$ cat src/rtl/dct16_stage4.sv
// Stage-4 butterfly of the 16-point DCT: ping-pong frame capture, then 8 half-sums and 8 half-differences.
// Optional macro DCT16_STAGE4_ROUND_EN selects round-half-up instead of truncation of the final halving.
module dct16_stage4 #(
  parameter int DATA_WIDTH = 16,
  parameter int FRAME_LEN  = 16
) (
  input  logic                  clk,
  input  logic                  rst,
  input  logic                  in_valid,
  input  logic                  in_sof,
  input  logic [DATA_WIDTH-1:0] in_sample,
  output logic                  out_valid,
  output logic [DATA_WIDTH-1:0] out_sample,
  output logic [3:0]            out_index,
  output logic                  out_last
);

  if (FRAME_LEN != 16) begin : g_len_check
    $error("dct16_stage4 supports FRAME_LEN = 16 only");
  end

  typedef enum logic {IDLE = 1'b0, DRAIN = 1'b1} state_t;

  state_t                state_q, state_d;
  logic [DATA_WIDTH-1:0] mem [0:31];
  logic [3:0]            wr_cnt, rd_cnt, wr_idx;
  logic                  wr_bank, rd_bank;
  logic [1:0]            full;
  logic                  frame_done, emit, drained;

  // An in_sof sample always lands at index 0 of the current write bank.
  assign wr_idx     = in_sof ? 4'd0 : wr_cnt;
  assign frame_done = in_valid && !in_sof && (wr_cnt == 4'd15);

  always_ff @(posedge clk) begin
    if (in_valid) mem[{wr_bank, wr_idx}] <= in_sample;
  end

  always_ff @(posedge clk) begin
    if (rst) begin
      wr_cnt  <= 4'd0;
      wr_bank <= 1'b0;
    end else if (in_valid) begin
      wr_cnt <= in_sof ? 4'd1 : wr_cnt + 4'd1;
      if (frame_done) wr_bank <= ~wr_bank;
    end
  end

  always_ff @(posedge clk) begin
    if (rst) begin
      full <= 2'b00;
    end else begin
      if (drained)    full[rd_bank] <= 1'b0;
      if (frame_done) full[wr_bank] <= 1'b1;
    end
  end

  always_ff @(posedge clk) begin
    if (rst) state_q <= IDLE;
    else     state_q <= state_d;
  end

  // k=0 is emitted on the IDLE->DRAIN edge so the first result follows the completion edge directly.
  always_comb begin
    state_d = state_q;
    emit    = 1'b0;
    drained = 1'b0;
    case (state_q)
      IDLE: begin
        if (full[rd_bank]) begin
          emit    = 1'b1;
          state_d = DRAIN;
        end
      end
      DRAIN: begin
        emit = 1'b1;
        if (rd_cnt == 4'd15) begin
          drained = 1'b1;
          state_d = full[~rd_bank] ? DRAIN : IDLE;
        end
      end
      default: state_d = IDLE;
    endcase
  end

  always_ff @(posedge clk) begin
    if (rst) begin
      rd_cnt  <= 4'd0;
      rd_bank <= 1'b0;
    end else if (emit) begin
      rd_cnt <= rd_cnt + 4'd1;
      if (drained) rd_bank <= ~rd_bank;
    end
  end

  logic [DATA_WIDTH-1:0] xa, xb, y;
  logic signed [DATA_WIDTH:0] a, b, s;

  // Mirrored pair: index j and 15-j, with j taken from the low three bits of k.
  always_comb begin
    xa = mem[{rd_bank, 1'b0, rd_cnt[2:0]}];
    xb = mem[{rd_bank, 1'b1, ~rd_cnt[2:0]}];
    a  = {xa[DATA_WIDTH-1], xa};
    b  = {xb[DATA_WIDTH-1], xb};
    s  = rd_cnt[3] ? a - b : a + b;
  end

`ifdef DCT16_STAGE4_ROUND_EN
  logic signed [DATA_WIDTH+1:0] sr;
  always_comb begin
    sr = {s[DATA_WIDTH], s} + (DATA_WIDTH+2)'(1);
    y  = DATA_WIDTH'(sr >>> 1);
  end
`else
  always_comb begin
    y = DATA_WIDTH'(s >>> 1);
  end
`endif

  always_ff @(posedge clk) begin
    if (rst) begin
      out_valid  <= 1'b0;
      out_sample <= '0;
      out_index  <= 4'd0;
      out_last   <= 1'b0;
    end else begin
      out_valid <= emit;
      if (emit) begin
        out_sample <= y;
        out_index  <= rd_cnt;
        out_last   <= (rd_cnt == 4'd15);
      end
    end
  end

endmodule

$ cat config.mk
export PLATFORM = sky130hd
export DESIGN_NAME = dct16_stage4
export DESIGN_NICKNAME = d
export VERILOG_FILES = /design/src/rtl/dct16_stage4.sv
export SDC_FILE = /design/constraint.sdc
export NUM_CORES = 1
export LEC_CHECK = 0
export ABC_AREA = 1
export CAP_MARGIN = 10
export CORE_AREA = 3 3 231 233
export DETAILED_ROUTE_END_ITERATION = 10
export DIE_AREA = 0 0 234 236
export HOLD_SLACK_MARGIN = 0.05
export PLACE_DENSITY = 0.57
export SYNTH_ARGS = -nofsm -noshare
export SYNTH_HDL_FRONTEND = slang
export SYNTH_SLANG_ARGS = --single-unit
$ cat constraint.sdc
create_clock -name clk -period 5 [get_ports clk]
set_clock_uncertainty 0.1 [all_clocks]
set_input_delay 0.75 -clock clk [delete_from_list [all_inputs] [get_ports clk]]
set_output_delay 0.75 -clock clk [all_outputs]
set_load 0.02 [all_outputs]
## Word level (Yosys, flattened, before mapping)

Memory sizes are Yosys's and may differ from the RTL's.
Cells that the tools add are included.

| storage, ports and cells | value |
|---|---|
| output and inout port bits | 22 |
| bits of input ports | 20 |
| RAM bits | 512 |
| memories kept | 1 |
| word-level logic and storage cells | 59 |
| flip-flop bits (word level) | 35 |

Memory list:

| name | depth | bits a word | read ports | clocked after Yosys merged registers in | wr ports | RTL line | text |
|---|---|---|---|---|---|---|---|
| mem | 32 | 16 | 2 | 0 | 1 | 25 | `logic [DATA_WIDTH-1:0] mem [0:31];` |

| operators by class | value |
|---|---|
| add/sub/neg operators | 4 |
| reductions and logical operators | 7 |
| mux-type cells | 23 |
| magnitude comparators | 5 |
| equality and inequality tests | 2 |
| bitwise logic cells | 7 |

Operator list:

| cell | number |
|---|---|
| $add A16 B16 Y17 | 1 |
| $mux W17 | 1 |
| $sub A16 B16 Y17 | 1 |
| $mux W1 | 13 |
| $add A4 B1 Y4 const B | 2 |
| $eq A4 B4 Y1 const B | 2 |
| $mux W4 | 2 |
| $lt A1 B2 Y1 const B | 3 |
| $mux W2 | 3 |
| $logic_and A1 B1 Y1 | 4 |
| $pmux W1 S2 | 2 |
| $reduce_and A2 Y1 | 2 |
| $not A1 Y1 | 3 |
| $not A3 Y3 | 1 |
| $and A2 B2 Y2 | 1 |
| $demux W1 S1 | 2 |
| $ge A1 B1 Y1 const B | 2 |
| $not A2 Y2 | 1 |
| $or A2 B2 Y2 | 1 |
| $logic_not A1 Y1 | 1 |

## Depth between registers and ports, before layout

Gate-level depths: netlist (run 1).

| logic depth | value |
|---|---|
| depth in word-level cells | 10 |
| depth in mapped cells | 30 |
| gate-level depth less buffers | 27 |

## Worst setup path before layout (run 1)

OpenSTA, ideal clock, no wires.

| timing | value |
|---|---|
| kind | register to register |
| start point | reg rd_cnt[0] |
| end point | reg out_sample[13] |
| stages on the path, launching flop included | 25 |
| path buffers | 3 |
| required time | 4844 ps |
| setup time | 56 ps |
| setup slack | 1299 ps |
| clock period less this slack | 3701 ps |
| data arrival time | 3545 ps |
| cells stage by stage | dfxtp_1 -> buf_6 -> buf_6 -> buf_2 -> o21ai_0 -> o211ai_1 -> nand3_1 -> nand2_1 -> inv_1 -> ha_1 -> or2_2 -> o21ai_0 -> inv_1 -> fa_1 -> nor2_1 -> nor2_1 -> o211ai_1 -> a21boi_0 -> o21ai_0 -> nand2_1 -> nand2_1 -> a21oi_1 -> o21ai_0 -> nand2_1 -> inv_1 |

| between the ends | value |
|---|---|
| word-level cells in the longest chain between the ends | 4 |
| elaborated cells on any way between the ends | 5 |
| those cells by class | add/sub: 2; mux: 1; bitwise: 1; memory: 1 |

RTL lines:

| item | RTL line | text |
|---|---|---|
| start: declaration | 26 | `logic [3:0] wr_cnt, rd_cnt, wr_idx;` |
| start signal: assignment | 91 | `rd_cnt <= rd_cnt + 4'd1;` |
| $not A3 Y3 | 102 | `xb = mem[{rd_bank, 1'b1, ~rd_cnt[2:0]}];` |
| $mem_v2 Z32 W16 * | n/a |  |
| $add A16 B16 Y17 or $sub A16 B16 Y17 (tied branches) | 105 | `s = rd_cnt[3] ? a - b : a + b;` |
| $mux W17 * | 105 |  |
| end signal: assignment | 129 | `out_sample <= y;` |
| end: declaration | 13 | `output logic [DATA_WIDTH-1:0] out_sample,` |

Mark *: on every way between the ends. The rest lies on a longest branch, timed or not.
A chain may end at the register's enable or synchronous reset.

## Final worst setup path (run 1)

Ends and elaborated chain as after synthesis.

==> results of run 1 <==
## layout make-up
cell class / count / area (sq um) / share of cell area (%)
flip-flops and latches: 547 / 16100 / 61.6
multi-input cells: 1207 / 5920 / 22.7
clock buffers: 76 / 1520 / 5.81
repair buffers: 118 / 1060 / 4.06
well taps: 680 / 851 / 3.26
inverters: 108 / 413 / 1.58
clock inverters: 24 / 255 / 0.978
## placed cells by master (no fill, tap or decap), types with 2 or more instances in the layout
cell type,n
o21ai_1,19
nor2_2,20
nand2_1,289
inv_16,2
edfxtp_1,512
nor3_1,5
o21ai_0,198
nand3_1,148
bufinv_16,4
dfxtp_1,32
nor2_1,315
clkbuf_8,4
dfxtp_4,3
o21bai_1,3
buf_4,71
clkbuf_16,56
clkdlybuf4s50_1,41
nand2_2,8
a21oi_1,29
a211oi_1,3
o211ai_1,45
o22ai_1,18
o21a_1,2
o221ai_1,40
xnor2_1,13
buf_12,5
a21boi_0,2
ha_1,18
or2_2,2
a221oi_1,2
nand4_1,5
inv_1,104
xor2_1,11
clkinv_2,6
clkinv_1,10
a21o_1,4
clkbuf_1,16
nor4_1,2
clkinvlp_4,2
## tightest hold or removal path, cell delays in order, from the launching register on
cell     delay, ps
dfxtp_1        310
nand2_1         60
a21oi_1         60
## metal layers
metal,part of all wire [%],GRT usage (%),up-vias
met1,45,33.3,7483
met2,46,34.2,550
met4,2.5,6.08,0
li1,-,-,7139
met3,7.3,3.14,89
met5,0,0,-
## kinds of logic (layout without fill, tap and decap cells)
logic type | after synthesis | in the layout | synth area share, %
buffers and inverters | 224 | 326 | 4.48
and+or+nand+nor | 795 | 795 | 14.1
AOI/OAI and AO/OA | 369 | 369 | 9.51
xor gates and xnor gates | 24 | 24 | 0.914
adders and majority gates | 19 | 19 | 1.07
DFF | 547 | 547 | 69.9
## per-stage QoR
stage / setup slack, ps / cells
after global placement: 606 / 2659
after detailed placement: 665 / 2659
after global routing: 161 / 2760
after CTS: 657 / 2759
after floorplan: 1300 / 1978
final: 602 / 2760
## power by group through the flow
stage	Combinational [mW]	Sequential [mW]	Clock, mW
2_1_floorplan	0.0780	5.12	0
3_3_place_gp	0.216	5.12	0
3_5_place_dp	0.220	5.12	0
4_1_cts	0.221	5.02	4.14
5_1_grt	0.241	5.02	4.31
6_report	0.222	5.02	4.07
## path summary, 6_finish.rpt
path	from	end	slack [ps]
setup / recovery	rd_cnt[0]$_SDFFE_PP0P_	out_sample[13]$_SDFFE_PP0P_	600
hold / removal	out_last$_SDFFE_PP0P_	out_last$_SDFFE_PP0P_	390
setup reg to reg	rd_cnt[0]$_SDFFE_PP0P_	out_sample[13]$_SDFFE_PP0P_	600
hold reg to reg	out_last$_SDFFE_PP0P_	out_last$_SDFFE_PP0P_	390
## state kept, by name (all words and copies together), names as in the netlist
name        count
full            2
out_last        1
mem           512
state_q         1
out_index       4
out_sample     16
wr_bank         1
rd_bank         1
wr_cnt          4
out_valid       1
rd_cnt          4
==> flow_summary.yaml, run 1 <==
status:
  status: "complete, no violations"
grt:
  grt_max_degree: 135
  grt_pass1_wl_microns: 92100
  antenna_found_initial: 0
  grt-ovfl-total: 0
  grt_util_all_layers_pct: 22.3
  grt_pass1_vias: 14400
worst_setup_path:
  critPathBufInv: 4
  crit_chain: "inv_6 > buf_4 > nor2_1 > nor2_1 > o21ai_0 > nand3_1 > nand3_1 > nand2_2 > inv_1 > a21oi_1 > xnor2_1 > ha_1 > a21o_1 > nor2_1 > o211ai_1 > a21boi_0 > o21ai_0 > nand2_1 > nand2_1 > a21oi_1 > o21ai_0 > nand2_1 > inv_1"
  critPathTopFamily: "compound AO/OA/AOI/OAI gates"
  reg2reg_depth: 23
  critPathRequiredTime_ps: 5420
  start_kind: "register"
  crit_cells: 23
  worstPathArrival_ps: 4820
  cp_max_fo: 59
  critPathMaxStageDelay_ps: 420
  end_kind: "register"
  crit_slowest_cell: "buf_4"
  path_class: "reg2reg"
cts:
  tritoncts: "yes"
  clkTransAtPathRegs_ps: 60
  cts_setup_buffers: 0
  cts_resized: 0
  clk-insertion-delay-late_ps: 630
  h-tree-depth: 2
  clock-root-buffer: "clkbuf_16"
  cts_sinks: 547
  numCtsBuffers: 54
  cts_hold_buffers: 0
  clock_path_buffers: 3
final_layout:
  drive_above_1_share_pct: 9.18
  fin_area_sq_um: 26100
  nets: 2075
  diodes: 0
  fin_util_pct: 50.8
  areaGrowthSynthToFinish_pct: 13.5
  fill_cells: 4492
synthesis:
  netlist_instances: 1978
  synth_top_area_share_pct: 66.9
  synth_common_cells: "edfxtp_1 (512), nor2_1 (327), nand2_1 (289), o21ai_0 (198), nand3_1 (148)"
  syn-cell-area_sq_um: 23000
  yosysTopAreaCell: "edfxtp_1"
  syn_nets: 2017
  synth_cell_types: 42
  yosysSeqAreaShare_pct: 69.9
  synth_flop_cell: "edfxtp_1"
  synth_warnings: 0
  postSynthAreaPerCell_sq_um: 11.6
  synth_enable_flop_cells: 512
  async_flop_share_pct: 0
  yosysMostFrequentCell: "edfxtp_1"
  ys_seq_elements: 547
  synth_area_leaders: "edfxtp_1 (67%), nor2_1 (5.3%), nand2_1 (4.7%), o21ai_0 (4.3%), nand3_1 (3.2%)"
timing:
  period_minus_slack_ps: 4400
  worstMarginPinSlew_ps: 1170
  timing.final.crit_share_pct: 88.0
  setup_violations: 0
  relSlewSlack_pct: 21.6
  slew_violations: 0
  tns_ps: 0
  hold_violations: 0
  rsz0062_at_grt: "false"
  max_freq_mhz: 227
  hold_slack_ps: 387
placement:
  place_area_sq_um: 24300
  hpwlAfterDp_microns: 35100
  gp_congestion: 0.862
  port-buffer-count: 41
power:
  clkPwrFrac_pct: 43.7
  ir_drop_mv: 0.252
  seqPwrFrac_pct: 53.9
  combPwrFrac_pct: 2.4
  pwr_density_cell_nw_per_um2: 357
  cellLeakagePower_nw: 9.20
  p_sw_mw: 1.91
  switching_share_pct: 20.5
  intPower_mw: 7.40
  power.total_mw: 9.31
worst_hold_path:
  min_path_cells: 2
  hp-class: "reg2reg"
routing:
  num_vias: 15300
  drt_iter0_drc: 1668
  ant_nets: 0
  avgRoutedWirePerCell_microns: 22.3
  drc: 0
  avgViaCountPerCell: 5.53
  drt_first_pass_iters: 5
  routed_wl_microns: 61600
die:
  ios: 42
  die_w_microns: 234
  core_sq_um: 51400
  initial_core_util_pct: 44.7
  num_rows: 83
  fp.dieArea_sq_um: 55200
  die_y_microns: 236
job:
  maxCapViolCount: 0
No activity file was read; power rests on OpenSTA's default activity.
==> inputs of run 2 (changes only) <==
==> constraint.sdc (replaced) <==
create_clock -name clk -period 4.2 [get_ports clk]
set_clock_uncertainty 0.1 [all_clocks]
set_input_delay 0.63 -clock clk [delete_from_list [all_inputs] [get_ports clk]]
set_output_delay 0.63 -clock clk [all_outputs]
set_load 0.02 [all_outputs]
==> run 2 against run 1 <==
Core utilization barely moved. Sequential power up 19%. Wire length down 1.5%. Combinational power increased by 23%. Clock power increased by 10%. Via count is 0.67% higher.
==> flow_summary.yaml, run 2 (synthesis results as in run 1) <==
cts:
  clkTransAtPathRegs_ps: 60
  cts_hold_buffers: 0
  clock_path_buffers: 3
  clk-insertion-delay-late_ps: 610
  tritoncts: "yes"
  numCtsBuffers: 55
  h-tree-depth: 2
  clock-root-buffer: "clkbuf_16"
  cts_sinks: 547
placement:
  gp_congestion: 0.899
  port-buffer-count: 41
  dpl.cell_count: 2675
  hpwlAfterDp_microns: 35400
  pre_cts_ws_ps: 298
routing:
  ant_nets: 0
  drt_iter0_drc: 1476
  drt_first_pass_iters: 6
  num_vias: 15400
  drc: 0
  routed_wl_microns: 60700
  avgRoutedWirePerCell_microns: 21.9
  avgViaCountPerCell: 5.53
grt:
  grt_max_degree: 127
  grt_pass1_wl_microns: 91700
  grt_pass1_vias: 14700
  antenna_found_initial: 2
  grt_util_all_layers_pct: 22.1
  grt-ovfl-total: 0
power:
  ir_drop_mv: 0.312
  power.total_mw: 10.7
  cellLeakagePower_nw: 9.23
  pwr_density_cell_nw_per_um2: 411
final_layout:
  nets: 2091
  largest_reg_flops: 512
  drive_above_1_share_pct: 9.78
  layout.cells.most_common_list: "edfxtp_1 (512), nor2_1 (315), nand2_1 (289), o21ai_0 (197), nand3_1 (148)"
  final_common_cell: "edfxtp_1"
  reg.largest.list: "mem (512), out_sample (16)"
  fin_util_pct: 50.7
  areaGrowthSynthToFinish_pct: 13.4
  final_cells: 2776
  max_flop_register: "mem"
  diodes: 0
die:
  ios: 42
  core_sq_um: 51400
  num_rows: 83
  initial_core_util_pct: 44.7
  fp.dieArea_sq_um: 55200
  die_w_microns: 234
  die_y_microns: 236
worst_setup_path:
  worstPathArrival_ps: 4250
  cp_max_fo: 16
  end_kind: "register"
  start_kind: "register"
  critPathRequiredTime_ps: 4610
  ff2ff_setup_slack_ps: 360
  path_class: "reg2reg"
timing:
  relSlewSlack_pct: 46.6
  tns_ps: 0
  timing.final.crit_share_pct: 91.3
  setup_violations: 0
  slew_violations: 0
  period_minus_slack_ps: 3840
  max_freq_mhz: 261
  worstMarginPinSlew_ps: 801
  fin_ws_ps: 364
  hold_violations: 0
status:
  status: "complete, no violations"
job:
  maxCapViolCount: 0
worst_hold_path:
  hp-class: "reg2reg"
==> run 2: cell count changes in the layout (fill, tap and decap cells not counted), moves of 4 or more <==
cell,previous run,this run
buf_4,71,82
clkbuf_1,16,12
clkbuf_8,4,0
clkinv_1,10,20
clkinv_2,6,10
inv_6,1,5
==> run 2: critical path, stage by stage (launching register included) <==
cell and delay [ps]:
dfxtp_1 500, clkinv_1 160, buf_4 260, nand3_1 130
nand2_1 120, inv_1 80, ha_1 170, nand3_1 130
nor2_4 130, nand3_1 100, nand2_2 120, o21ai_2 100
a21oi_2 140, xor2_1 170, ha_1 280, nand2_1 120
nor2_1 60, a211oi_1 190, inv_1 100, a221oi_2 250
inv_1 70, nand3_1 80, nand3_1 80, nand2_1 70
inv_1 30
==> run 2: per-stage QoR <==
stage | hold WS (ps) | cell area, sq um
6_report | 368 | 26100
5_1_grt | 390 | 26100
4_1_cts | 372 | 26100
3_5_place_dp | 364 | 24400
3_3_place_gp | 357 | 24400
2_1_floorplan | 358 | 23000
==> run 2: layout make-up <==
class	instances	area (sq um)
Sequential cell	547	16100
Tap cell	680	851
Inverter	108	413
Multi-Input combinational cell	1207	5920
Clock buffer	67	1420
Clock inverter	34	186
Timing Repair Buffer	133	1190
Fill cell	4504	25300
==> run 2: final timing paths <==
kind,from,end,cells past startpoint
max,rd_bank$_SDFFE_PP0P_,out_sample[15]$_SDFFE_PP0P_,24
min,out_last$_SDFFE_PP0P_,out_last$_SDFFE_PP0P_,2
max reg2reg,rd_bank$_SDFFE_PP0P_,out_sample[15]$_SDFFE_PP0P_,24
min reg2reg,out_last$_SDFFE_PP0P_,out_last$_SDFFE_PP0P_,2
==> run 2: report_power, final <==
group / internal, mW / switching, mW
Clock: 2.46 / 2.02
Sequential: 5.97 / 0.00445
Combinational: 0.0732 / 0.198
Total: 8.50 / 2.22
==> run 2: timing repair <==
| action | CTS | global route |
|---|---|---|
| setup buffers | 0 | 0 |
| setup endpoints to repair | 0 | 3 |
| resized for setup | 0 | 7 |
| hold endpoints to repair | 0 | 0 |
==> run 2: layer usage <==
layer / vias up / share of wire, % / GRT usage (%)
li1: 7168 / - / -
met1: 7586 / 46 / 32.6
met2: 507 / 45 / 33.3
met3: 101 / 6.5 / 3.48
met4: 2 / 3.1 / 7.79
met5: - / 0.013 / 0
